==> src/rtl/fifo_stream_rd.sv <==
// Read-side sequencer between a fifo read port and a valid/ready consumer.
// Absorbs the one-cycle RAM read latency in a 2-entry skid buffer.
module fifo_stream_rd #(
  parameter int unsigned DLEN = 8
) (
  input  logic            clk,
  input  logic            rstn,
  output logic            o_ren,
  input  logic [DLEN-1:0] i_rdata,
  input  logic            i_rempty,
  input  logic            i_runderflow,
  output logic            o_valid,
  output logic [DLEN-1:0] o_data,
  input  logic            i_ready,
  input  logic            i_flush,
  output logic            o_err,
  output logic [1:0]      o_level
);

  logic [DLEN-1:0] head_q, head_d;
  logic [DLEN-1:0] tail_q, tail_d;
  logic [1:0]      level_q, level_d;
  logic            inflight_q, inflight_d;
  logic            err_q, err_d;
  logic            run_q;
  logic            issue_empty_q, issue_empty_d;

  logic            pop;
  logic            capture;
  logic [2:0]      occupancy;
  logic [1:0]      level_after_pop;
  logic [DLEN-1:0] head_after_pop;
  logic [DLEN-1:0] tail_after_pop;

  assign pop       = o_valid & i_ready;
  assign capture   = inflight_q & ~i_flush;
  assign occupancy = {1'b0, level_q} + {2'b00, inflight_q} - {2'b00, pop};

  // run_q keeps o_ren low until the first clock edge after reset release.
  assign o_ren = run_q & ~i_rempty & ~i_flush & (occupancy < 3'd2);

  always_comb begin
    level_after_pop = level_q - {1'b0, pop};
    head_after_pop  = pop ? tail_q : head_q;
    tail_after_pop  = pop ? '0 : tail_q;

    head_d        = head_after_pop;
    tail_d        = tail_after_pop;
    level_d       = level_after_pop;
    inflight_d    = o_ren;
    issue_empty_d = o_ren & i_rempty;
    err_d         = err_q | i_runderflow | (inflight_q & issue_empty_q);

    if (i_flush) begin
      head_d     = '0;
      tail_d     = '0;
      level_d    = 2'd0;
      inflight_d = 1'b0;
    end else if (capture) begin
      // First free slot after the same-cycle pop.
      if (level_after_pop == 2'd0) begin
        head_d = i_rdata;
      end else begin
        tail_d = i_rdata;
      end
      level_d = level_after_pop + 2'd1;
    end
  end

  always_ff @(posedge clk or negedge rstn) begin
    if (!rstn) begin
      head_q        <= '0;
      tail_q        <= '0;
      level_q       <= 2'd0;
      inflight_q    <= 1'b0;
      err_q         <= 1'b0;
      run_q         <= 1'b0;
      issue_empty_q <= 1'b0;
    end else begin
      head_q        <= head_d;
      tail_q        <= tail_d;
      level_q       <= level_d;
      inflight_q    <= inflight_d;
      err_q         <= err_d;
      run_q         <= 1'b1;
      issue_empty_q <= issue_empty_d;
    end
  end

  assign o_data  = head_q;
  assign o_level = level_q;
  assign o_valid = (level_q != 2'd0);
  assign o_err   = err_q;

endmodule

==> config.mk <==
export PLATFORM = sky130hd
export DESIGN_NAME = fifo_stream_rd
export DESIGN_NICKNAME = d
export VERILOG_FILES = /design/src/rtl/fifo_stream_rd.sv
export SDC_FILE = /design/constraint.sdc
export NUM_CORES = 1
export LEC_CHECK = 0
export CORE_MARGIN = 10
export CORE_UTILIZATION = 43
export CTS_CLUSTER_SIZE = 10
export DETAILED_ROUTE_END_ITERATION = 10
export PLACE_DENSITY = 0.81
export RECOVER_POWER = 25
export SYNTH_ARGS = -nofsm -noshare
export SYNTH_HDL_FRONTEND = slang
export SYNTH_SLANG_ARGS = --single-unit
==> constraint.sdc <==
create_clock -name clk -period 2.1 [get_ports clk]
set_input_delay 0.42 -clock clk [delete_from_list [all_inputs] [get_ports clk]]
set_output_delay 0.42 -clock clk [all_outputs]
set_load 0.05 [all_outputs]
Word-level counts from Yosys, hierarchy flattened

Cells that the tools add are included.

Add/subtract/negate cells: 4
$mul: 0
Divide/modulo/power cells: 0
Magnitude comparators: 1
Equality and inequality tests: 0
Shift-type cells: 0
Mux-type cells: 11
Bitwise operators: 11
Reduce and logical (&&, ||, !) cells: 2

Operators by type and width:

| kind                                                                  | number |
|---|---|
| 8-bit two-way mux                                                     | 8 |
| 1-bit AND                                                             | 7 |
| 2-bit two-way mux                                                     | 2 |
| 2-bit by 1-bit adder with 3-bit output                                | 1 |
| 3-bit by 2-bit < comparator with 1-bit output (second input constant) | 1 |
| 3-bit by 1-bit subtractor with 3-bit output                           | 1 |
| 2-bit by 1-bit adder with 2-bit output (second input constant)        | 1 |
| 2-bit logical NOT                                                     | 1 |
| 1-bit inverter                                                        | 2 |
| 1-bit bitwise OR                                                      | 2 |
| 2-bit nonzero test                                                    | 1 |
| 2-bit by 1-bit subtractor with 2-bit output                           | 1 |
| 1-bit two-way mux                                                     | 1 |

Flip-flop bits (word level): 22
Latch bits: 0
RAM bits: 0
Bits in read-only memories: 0
Input bits: 14
Output and inout bits: 13
Logic and storage cells: 36
Memories: 0

Logic depth before layout (Yosys ltp)

Depth after elaboration: 7
Depth in mapped cells: 9
Depth with buffers taken out: 8

Worst setup path before layout

Ideal clock, no wire load.

Path kind: register to output
Start: register level_q[1], in the netlist o_level[1]
End: output o_ren
Data arrival time: 3.239 ns
Data required time: 1.680 ns
Slack: -1.559 ns
Stages on the path, launching flop included: 7
Path buffers: 1
Cells stage by stage: dfrtp_1 o21ai_4 buf_6 nor2_1 fa_1 nand2_1 nor4_1

Longest elaborated chain between the ends: 5
Elaborated cells between the ends (all ways): 6
Classes of those cells: add/sub (2); order compare (1); bitwise (2); reduce/logical (1)

RTL lines:

| what                                                                                           | RTL line | source |
|---|---|---|
| from (decl)                                                                                    | 22       | `logic [1:0] level_q, level_d;` |
| from (signal assigned)                                                                         | 82       | `level_q <= level_d;` |
| parallel branches: the longest is 2 deep, another holds 2-bit by 1-bit adder with 3-bit output | n/a      |  |
| 3-bit by 1-bit subtractor with 3-bit output (*)                                                | 37       | `assign occupancy = {1'b0, level_q} + {2'b00, inflight_q} - {2'b00, pop};` |
| 3-bit by 2-bit < comparator with 1-bit output (*)                                              | 40       | `assign o_ren = run_q & ~i_rempty & ~i_flush & (occupancy < 3'd2);` |
| 1-bit AND (*)                                                                                  | 40       |  |
| to (decl)                                                                                      | 8        | `output logic o_ren,` |

Mark *: on every way between the ends.

Worst setup path in the final report

Same ends and word-level chain as after synthesis.

==> flow_summary_export.csv <==
group,metric,value,unit
status,status,"finished, violations left",
status,violations,"setup timing",
synthesis,synth_top_area_cell,"dfrtp_1",
critical_path,cp.arrival,2040,ps
floorplanning,io_pins,27,
synthesis,netlist.area_leader.share,0.517,
layout,nNetsFinal,169,
synthesis,yosysWarnings,0,
place,place_congestion,0.752,
grt,grt_overflow_total,0,
critical_path,cp_max_fo,3,
synthesis,syn_inst,111,
synthesis,synth-edff-count,0,
grt,grt_pass1_wl,4.48,mm
sta,worst_clock_skew,4.95,ps
route,post-route-drc-count,0,
route,viasPerCell,5.62,
clock_network,cts-root-buf,"clkbuf_4",
grt,grt_max_degree,23,
floorplanning,die_area,0.00487,mm2
critical_path,start_kind,"register",
route,met3WireLength,166,um
route,drtIter0Drc,98,
synthesis,synth_most_common_cell,"nand2_1",
route,met1_length,1.31,mm
sta,setup_violations,13,
hold_path,holdCritPathClass,"register to register",
synthesis,avgSynthCellArea,9.59,um2
floorplanning,initial_core_util,0.468,
floorplanning,coreArea,0.00228,mm2
pwr,power_density,1030,mW/mm2
route,ant_nets,0,
sta,fin_crit,2460,ps
clock_network,clock_sinks,22,
clock_network,clk_latency,310,ps
sta,rsz0062_at_grt,"yes",
synthesis,netlist_area,0.00106,mm2
place,hpwl,1.94,mm
layout,area_delta_synth_final,55.9,%
synthesis,yosysUniqueCellTypes,25,
clock_network,cts_buffer_depth,2,
layout,drive_gt1_frac,0.384,
synthesis,synth_nets,128,
place,port_buffers,26,
synthesis,seq_area_frac_synth,0.517,
synthesis,synthArstFlopShare,1.00,
critical_path,required,1680,ps
sta,tns,-610,ps
clock_network,clkTransAtPathRegs,120,ps
critical_path,crit_type,"register to primary output",
pwr,peakVddDrop,0.925,mV
route,route.detailed.wl_per_inst,18.1,um
grt,grtUsageTotal,0.110,
route,dr.max_layer_used,"met4",
critical_path,cpPeakStageDelay,530,ps
sta,relSlewSlack,0.191,
synthesis,ys_top_cells_by_area,"dfrtp_1 52%, nand2_1 9.5%, a311oi_1 5.8%, a21oi_1 3.8%, nand3_1 3.8%",
critical_path,crit_path_end_kind,"primary output",
synthesis,ys_dominant_reg_cell,"dfrtp_1",
layout,antenna_cells,0,
clock_network,cts_hold_buf,0,
synthesis,yosys-top-cells-count,"27 x nand2_1, 22 x dfrtp_1, 10 x nor2_1",
sta,slew_violations,0,
critical_path,slowest_stage,"dfrtp_4",
sta,fmax,407,MHz
floorplanning,rows,17,
sta,finalWorstSetupSlack,-359,ps
sta,period_share,1.17,
route,drt_pass1_iterations,6,
clock_network,htreeDepth,1,
floorplanning,die_w,69.8,um
grt,grt_pass1_vias,935,
route,vias,1006,
route,wl_met2,1.69,mm
layout,fill_cells,142,
floorplanning,die_h,69.8,um
route,wirelength,3.23,mm
sta,worstMarginPinSlew,1210,ps
place,place_ws,-593,ps
grt,grt_antenna_before_repair,0,
sta,hold_viol_final,0,
pwr,power_leakage,0.675,nW
clock_network,cts_tree,"built",
sta,whs,480,ps
flow_run,drv_cap,0,
clock_network,numCtsBuffers,3,
critical_path,crit_chain,"o21ai_4 > nor2_2 > fa_2 > xor2_2 > nor4_4 > buf_12",
synthesis,ys_ff_latch,22,
-- cell usage in the layout, fill, tap and decap left out, types with 2 or more instances in the layout --
cell type | netlist | final
xor2_1 | 3 | 2
ha_2 | 0 | 2
nand2_1 | 27 | 26
nor2_2 | 0 | 6
nand3_1 | 8 | 6
a21oi_2 | 0 | 2
nor2_1 | 10 | 2
nor2_4 | 0 | 2
clkbuf_4 | 0 | 3
buf_4 | 1 | 15
a311oi_2 | 1 | 8
clkdlybuf4s50_1 | 0 | 20
a21oi_1 | 8 | 6
nor2b_1 | 2 | 2
buf_6 | 2 | 4
dfrtp_1 | 22 | 20
conb_1 | 2 | 2
nand3_2 | 0 | 2
-- where the power goes --
| group | internal [mW] | total (mW) | switching, mW |
|---|---|---|---|
| clock network | 0.193 | 0.329 | 0.136 |
| logic | 0.367 | 0.872 | 0.505 |
| registers | 0.473 | 0.512 | 0.0391 |
| total | 1.03 | 1.71 | 0.681 |
-- metrics by stage --
step | cell area (um2) | cells | util | total power, mW
2_1_floorplan | 1100 | 111 | - | 0.996
5_1_grt | 1660 | 179 | 0.730 | 1.79
3_5_place_dp | 1450 | 172 | 0.637 | 1.26
4_1_cts | 1510 | 177 | 0.665 | 1.60
3_3_place_gp | 1450 | 172 | 0.637 | 1.23
6_report | 1660 | 179 | 0.730 | 1.71
-- kinds of logic after synthesis --
group | synth area share
buffers and inverters | 0.0493
and+or+nand+nor | 0.214
AOI/OAI and AO/OA | 0.137
xor gates and xnor gates | 0.0329
other | 0.00705
DFF | 0.517
adders and majority gates | 0.0423
-- routing by layer --
| layer | up-vias | track usage |
|---|---|---|
| met1 | 516 | 0.126 |
| met2 | 32 | 0.188 |
| met5 | - | 0 |
| met3 | 6 | 0.0257 |
| met4 | 0 | 0.0457 |
| li1 | 452 | - |
-- sequential cells by signal, summed over array words and instances, names as in the netlist --
name / count
tail_q: 8
issue_empty_q: 1
inflight_q: 1
o_level: 2
o_data: 8
o_err: 1
run_q: 1
-- final timing paths --
kind / from / to / slack, ps / cells after the start
max: o_level[1]$_DFF_PN0_ / o_ren / -360 / 6
max reg2reg: o_level[1]$_DFF_PN0_ / tail_q[0]$_DFF_PN0_ / -50 / 11
min in group asynchronous: rstn / tail_q[0]$_DFF_PN0_ / 870 / 2
min reg2reg: issue_empty_q$_DFF_PN0_ / o_err$_DFF_PN0_ / 480 / 1
max in group asynchronous: rstn / o_level[1]$_DFF_PN0_ / 370 / 2
min: issue_empty_q$_DFF_PN0_ / o_err$_DFF_PN0_ / 480 / 1
-- critical path, delay by kind of cell (launching register included) --
kind                       cells  cell delay, ps
DFF                            1             530
xor gates and xnor gates       1             170
AOI/OAI and AO/OA              1             150
buffers and inverters          1             180
adders and majority gates      1             370
and+or+nand+nor                2             330
-- final cells by class --
type	instances	area, um2	share of cell area
sequential	22	556	0.335
clock buffer	3	22.5	0.0136
inverter	2	7.51	0.00452
tap	28	35.0	0.0211
multi-input combinational	80	609	0.367
clock inverter	1	30.0	0.0181
timing repair buffer	43	400	0.241
-- what timing repair did --
action	CTS	global route
gates resized for setup	2	30
setup endpoints to repair	17	17
cloned	0	1
buffers inserted	1	2
pin swaps	2	10
Note: power is estimated with default switching activity, not from simulation.
==> RTL edit 1, RTL diff (same flow settings) <==
The parameter `DLEN` goes from 8 to 4.
--- a/src/rtl/fifo_stream_rd.sv
+++ b/src/rtl/fifo_stream_rd.sv
@@ -1,7 +1,7 @@
 // Read-side sequencer between a fifo read port and a valid/ready consumer.
 // Absorbs the one-cycle RAM read latency in a 2-entry skid buffer.
 module fifo_stream_rd #(
-  parameter int unsigned DLEN = 8
+  parameter int unsigned DLEN = 4
 ) (
   input  logic            clk,
   input  logic            rstn,
Interface: changed (resized i_rdata and o_data); port bits go from 27 to 19. The function was not compared with the original's and may differ.
==> RTL edit 1 against the unedited design <==
Largest power group unchanged. Critical path depth stayed put. Power decreased by 34%. The flow still finishes with violations (setup timing). Setup slack improved by 0.030 ns. Non-clock buffer count is 13 lower. Clock skew fell by 0.0014 ns. Highest routed layer unchanged. Critical path type unchanged. Sequential cell count down 8. Synthesized area shrank 35%. Clock power shrank 50%. Synthesized cell count fell by 41%. Routed wire length shrank 48%. Design area fell by 37%.
==> RTL edit 1: results (changes against the unedited design) <==
[grt]
first_global_vias = 644  ; was 935
grt_use_total = 0.103  ; was 0.110
grtUsageMet2 = 0.175  ; was 0.188
grt_use_met1 = 0.108  ; was 0.126
met3_layer_usage_reported_by_global_route = 0.0424  ; was 0.0257
pin_count_of_the_biggest_net_entering_global_routing = 15  ; was 23

[logic_synthesis]
synthDistinctLibCells = 23  ; was 25
synth_area_leaders = sky130_fd_sc_hd__dfrtp_1, sky130_fd_sc_hd__mux2i_1, sky130_fd_sc_hd__a211oi_1  ; was sky130_fd_sc_hd__dfrtp_1, sky130_fd_sc_hd__nand2_1, sky130_fd_sc_hd__a311oi_1
ys_seq_area_frac = 0.509  ; was 0.517
synthesis.nets = 79  ; was 128
ys_top_cells_by_count = sky130_fd_sc_hd__dfrtp_1, sky130_fd_sc_hd__nand2_1, sky130_fd_sc_hd__nor2_1  ; was sky130_fd_sc_hd__nand2_1, sky130_fd_sc_hd__dfrtp_1, sky130_fd_sc_hd__nor2_1
synth-warning-count = 0  ; unchanged

[setup_path]
timing.rr.end = o_data[3]  ; was tail_q[0]
highest_net_fanout_along_the_worst_path = 2  ; was 3
cp_top_family = adder cells  ; was flip-flops
crit_slowest_cell = sky130_fd_sc_hd__fa_1  ; was sky130_fd_sc_hd__dfrtp_4
cp_slowest_stage_delay_ns = 0.51  ; was 0.53 ns
critPathArrivalTime_ns = 2.01  ; was 2.04 ns
regToRegSetupSlack_ns = 0.01  ; was -0.05 ns

[route]
detail_route.vias_per_cell = 5.05  ; was 5.62
detail_route.iter0.violations = 10  ; was 98
drt_wl_total_um = 1680  ; was 3230 um
detailedRoute.firstPassIterationCount = 4  ; was 6

[clocking]
clk_pin_slew_ns = 0.08  ; was 0.12 ns
clock_tree.root_cell = sky130_fd_sc_hd__clkbuf_4  ; unchanged
insertion_delay_ns = 0.29  ; was 0.31 ns

[final_layout]
final_layout_size_suffix_gt1_frac = 0.286  ; was 0.384
post_layout_nonfiller_instances = 114  ; was 179

[sta]
setup_slack_ns = -0.328  ; was -0.359 ns
finalSetupViolations = 1  ; was 13
skew_ns = 0.00354  ; was 0.00495 ns
tightest_slew_ns = 0.630  ; was 1.21 ns

[hold_path]
hold_start = o_err  ; was issue_empty_q

[place]
port-buffer-count = 18  ; was 26
gp_congestion = 0.773  ; was 0.752
dp.final_hpwl_um = 1240  ; was 1940 um

[power_and_ir_drop]
p_sw_uw = 470  ; was 681 uW
power.leakage_nw = 0.477  ; was 0.675 nW
vdd_drop_max_mv = 0.581  ; was 0.925 mV

[outcome]
violated_checks = setup timing  ; unchanged
run_status = complete, but fails checks  ; unchanged

[RTL edit 1: cell count changes in the layout (fill, tap and decap cells not counted), moves of 4 or more]
cell | unedited run | this run
sky130_fd_sc_hd__a311oi_2 | 8 | 0
sky130_fd_sc_hd__nand2_1 | 26 | 6
sky130_fd_sc_hd__mux2i_1 | 0 | 4
sky130_fd_sc_hd__clkdlybuf4s50_1 | 20 | 13
sky130_fd_sc_hd__buf_6 | 4 | 0
sky130_fd_sc_hd__dfrtp_1 | 20 | 12
sky130_fd_sc_hd__nor2_2 | 6 | 1
[RTL edit 1: logic make-up (layout without fill, tap and decap cells)]
kind of cell | count (synthesis) | count (layout) | synth area share
AOI/OAI and AO/OA | 11 | 11 | 0.116
xor gates and xnor gates | 4 | 4 | 0.0509
adders and majority gates | 3 | 3 | 0.0654
buffers and inverters | 4 | 36 | 0.0236
DFF | 14 | 14 | 0.509
muxes | 4 | 4 | 0.0582
other | 2 | 2 | 0.0109
and+or+nand+nor | 24 | 24 | 0.165
[RTL edit 1: metrics by stage]
stage	TNS, ns	setup slack [ns]	cell area (um2)	hold slack, ns
floorplan	-0.453	-0.453	713	0.124
global placement	-3.66	-0.526	977	0.449
detailed placement	-4.05	-0.558	977	0.452
CTS	-0.359	-0.359	1030	0.483
global route	-1.18	-0.436	1040	0.509
finish	-0.328	-0.328	1040	0.480
[RTL edit 1: per-layer routing]
metal  share of wire  vias to the layer above
met5               0                        -
met4           0.017                        0
met3           0.084                        2
met2            0.50                       16
met1            0.40                      271
li1                -                      287
[RTL edit 1: final cells by class]
| type | count | area, um2 | share of cell area |
|---|---|---|---|
| clock buffer | 4 | 26.3 | 0.0253 |
| inverter | 2 | 7.51 | 0.00722 |
| multi-input combinational | 48 | 357 | 0.343 |
| sequential | 14 | 355 | 0.342 |
| tap | 16 | 20.0 | 0.0193 |
| timing repair buffer | 30 | 274 | 0.264 |
[RTL edit 1: worst max path at each step]
stage / startpoint / end / cells after the start
6_report: o_level[1] / o_ren / 6
5_1_grt: o_level[1] / o_ren / 6
4_1_cts: o_level[1] / o_ren / 6
3_5_place_dp: i_ready / o_ren / 7
3_3_place_gp: i_ready / o_ren / 7
2_1_floorplan: o_level[1] / o_ren / 5
[RTL edit 1: what timing repair did]
| action | CTS | global route |
|---|---|---|
| resized for setup | 2 | 2 |
| setup endpoints to repair | 9 | 9 |
| pin swaps | 4 | 0 |
| buffers inserted | 3 | 0 |
[RTL edit 1: power groups by stage]
stage | Sequential, mW | Combinational, mW | Clock [mW]
6_report | 0.331 | 0.632 | 0.165
5_1_grt | 0.334 | 0.690 | 0.183
4_1_cts | 0.331 | 0.623 | 0.169
3_5_place_dp | 0.341 | 0.598 | 0
3_3_place_gp | 0.341 | 0.577 | 0
2_1_floorplan | 0.419 | 0.301 | 0
==> RTL edit 2, RTL diff (same settings) <==
Made on the original files. Make the reset (`rstn`) synchronous in one clocked block.
--- a/src/rtl/fifo_stream_rd.sv
+++ b/src/rtl/fifo_stream_rd.sv
@@ -67,7 +67,7 @@
     end
   end
 
-  always_ff @(posedge clk or negedge rstn) begin
+  always_ff @(posedge clk) begin
     if (!rstn) begin
       head_q        <= '0;
       tail_q        <= '0;
Behaviour: differs if rstn is asserted again (counterexample within 4 cycles, from zero or initial values and one cycle with rstn low); with rstn held inactive, the same outputs for 10 cycles.
==> RTL edit 2 against the unedited design <==
Design area shrank 14%. Clock skew shrank 0.0037 ns. The run still ends with setup timing left. Setup slack gained 0.039 ns. Routed wire length shrank 22%. Synthesized cell count shrank 16%. Critical path type unchanged. Sequential cell count is the same. Synthesized area shrank 13%.
Power is not compared: it rests on default switching activity, and its combinational part moved more than twofold at a synthesized area within 25%.
==> RTL edit 2: results (changes against the unedited design) <==
[logic_synthesis]
avg_cell_area_syn_um2 = 9.94  ; was 9.59 um2
synth_area_leaders = sky130_fd_sc_hd__dfxtp_1, sky130_fd_sc_hd__a22o_2, sky130_fd_sc_hd__a311oi_1  ; was sky130_fd_sc_hd__dfrtp_1, sky130_fd_sc_hd__nand2_1, sky130_fd_sc_hd__a311oi_1
ys_seq_area_frac = 0.476  ; was 0.517
synthesis.nets = 110  ; was 128

[place]
post_placement_worst_setup_slack_ns = -0.696  ; was -0.593 ns
placement.cell_area_um2 = 1320  ; was 1450 um2
gp_congestion = 0.731  ; was 0.752

[grt]
grt_use_total = 0.120  ; was 0.110
grt_pass1_wl_um = 4240  ; was 4480 um
pin_count_of_the_biggest_net_entering_global_routing = 14  ; was 23

[sta]
tightest_slew_ns = 0.518  ; was 1.21 ns
finalSetupViolations = 1  ; was 13
setup_slack_ns = -0.319  ; was -0.359 ns
skew_ns = 0.00128  ; was 0.00495 ns

[setup_path]
highest_net_fanout_along_the_worst_path = 2  ; was 3
timing.rr.end = tail_q[2]  ; was tail_q[0]
critPathArrivalTime_ns = 2.00  ; was 2.04 ns
cp_top_family = adder cells  ; was flip-flops
regToRegSetupSlack_ns = 0.05  ; was -0.05 ns
worst_r2r_startpoint = o_level[0]  ; was o_level[1]

[route]
detail_route.iter0.violations = 28  ; was 98
routed-via-count = 822  ; was 1006
detailedRoute.firstPassIterationCount = 4  ; was 6
detail_route.vias_per_cell = 5.04  ; was 5.62
drt_wl_total_um = 2530  ; was 3230 um

[outcome]
run_status = complete, but fails checks  ; unchanged
violated_checks = setup timing  ; unchanged

[final_layout]
final_layout_size_suffix_gt1_frac = 0.338  ; was 0.384
fill_cells = 149  ; was 142

## RTL edit 2: changes by cell type after synthesis, moves of 3 or more
cell and change:
sky130_fd_sc_hd__clkbuf_1 -3, sky130_fd_sc_hd__a22o_2 +8, sky130_fd_sc_hd__nand3_1 -8, sky130_fd_sc_hd__dfxtp_1 +22, sky130_fd_sc_hd__dfrtp_1 -22, sky130_fd_sc_hd__nand2_1 -9, sky130_fd_sc_hd__a21oi_1 -8
## RTL edit 2: cells by family (layout without fill, tap and decap cells)
group                    after synthesis  in the layout  share of synthesized area
AO/OA/AOI/OAI                         19             19                      0.198
XOR/XNOR                               4              4                     0.0379
adder cells (fa/ha/maj)                3              3                     0.0487
buffers and inverters                  6             49                     0.0325
flip-flops                            22             22                      0.476
other                                  1              1                    0.00406
AND/OR/NAND/NOR                       38             38                      0.203
## RTL edit 2: cell type report
| class | count | area share |
|---|---|---|
| timing repair buffer | 42 | 0.269 |
| sequential | 22 | 0.314 |
| tap | 27 | 0.0236 |
| inverter | 3 | 0.0114 |
| clock buffer | 4 | 0.0332 |
| multi-input combinational | 65 | 0.349 |
## RTL edit 2: repair_timing
action | CTS | global route
pin swaps | 2 | 5
endpoints found under the setup margin | 18 | 15
setup buffers | 4 | 1
gates cloned | 0 | 0
hold buffers | 0 | 0
resized for setup | 6 | 5
## RTL edit 2: where the power goes
group          internal [mW]  switching, mW  total (mW)  leakage (nW)
combinational         0.0490         0.0476      0.0966         0.347
clock                  0.145          0.137       0.282        0.0261
sequential             0.420        0.00272       0.423         0.180
## RTL edit 2: worst reg2reg max path: cells and delay by family, from the launching register on
kind	cells	cell delay [ns]
flops	1	0.37
simple gates	1	0.37
compound gates	2	0.37
buf+inv	3	0.33
fa+ha+maj	2	0.42
xor+xnor	1	0.15
## RTL edit 2: through the flow
stage,utilization,TNS (ns)
after floorplan,-,-0.528
after global placement,0.661,-5.83
after detailed placement,0.661,-7.59
after CTS,0.699,-0.336
after global routing,0.714,-0.881
final,0.714,-0.319
## RTL edit 2: layer usage
metal,GRT usage,part of all wire,vias up
met5,0,0,-
met3,0.0356,0.041,4
li1,-,-,414
met1,0.130,0.42,388
met4,0.0681,0.020,0
met2,0.203,0.51,16
## RTL edit 2: worst min-delay path by stage
stage                     cells past startpoint  slack, ns   endpoint
after global routing                          2       0.51  o_data[2]
after CTS                                     2       0.49  o_data[4]
final                                         2       0.49  o_data[0]
after detailed placement                      2       0.47  o_data[0]
after floorplan                               0       0.45      run_q
after global placement                        2       0.46  o_data[4]
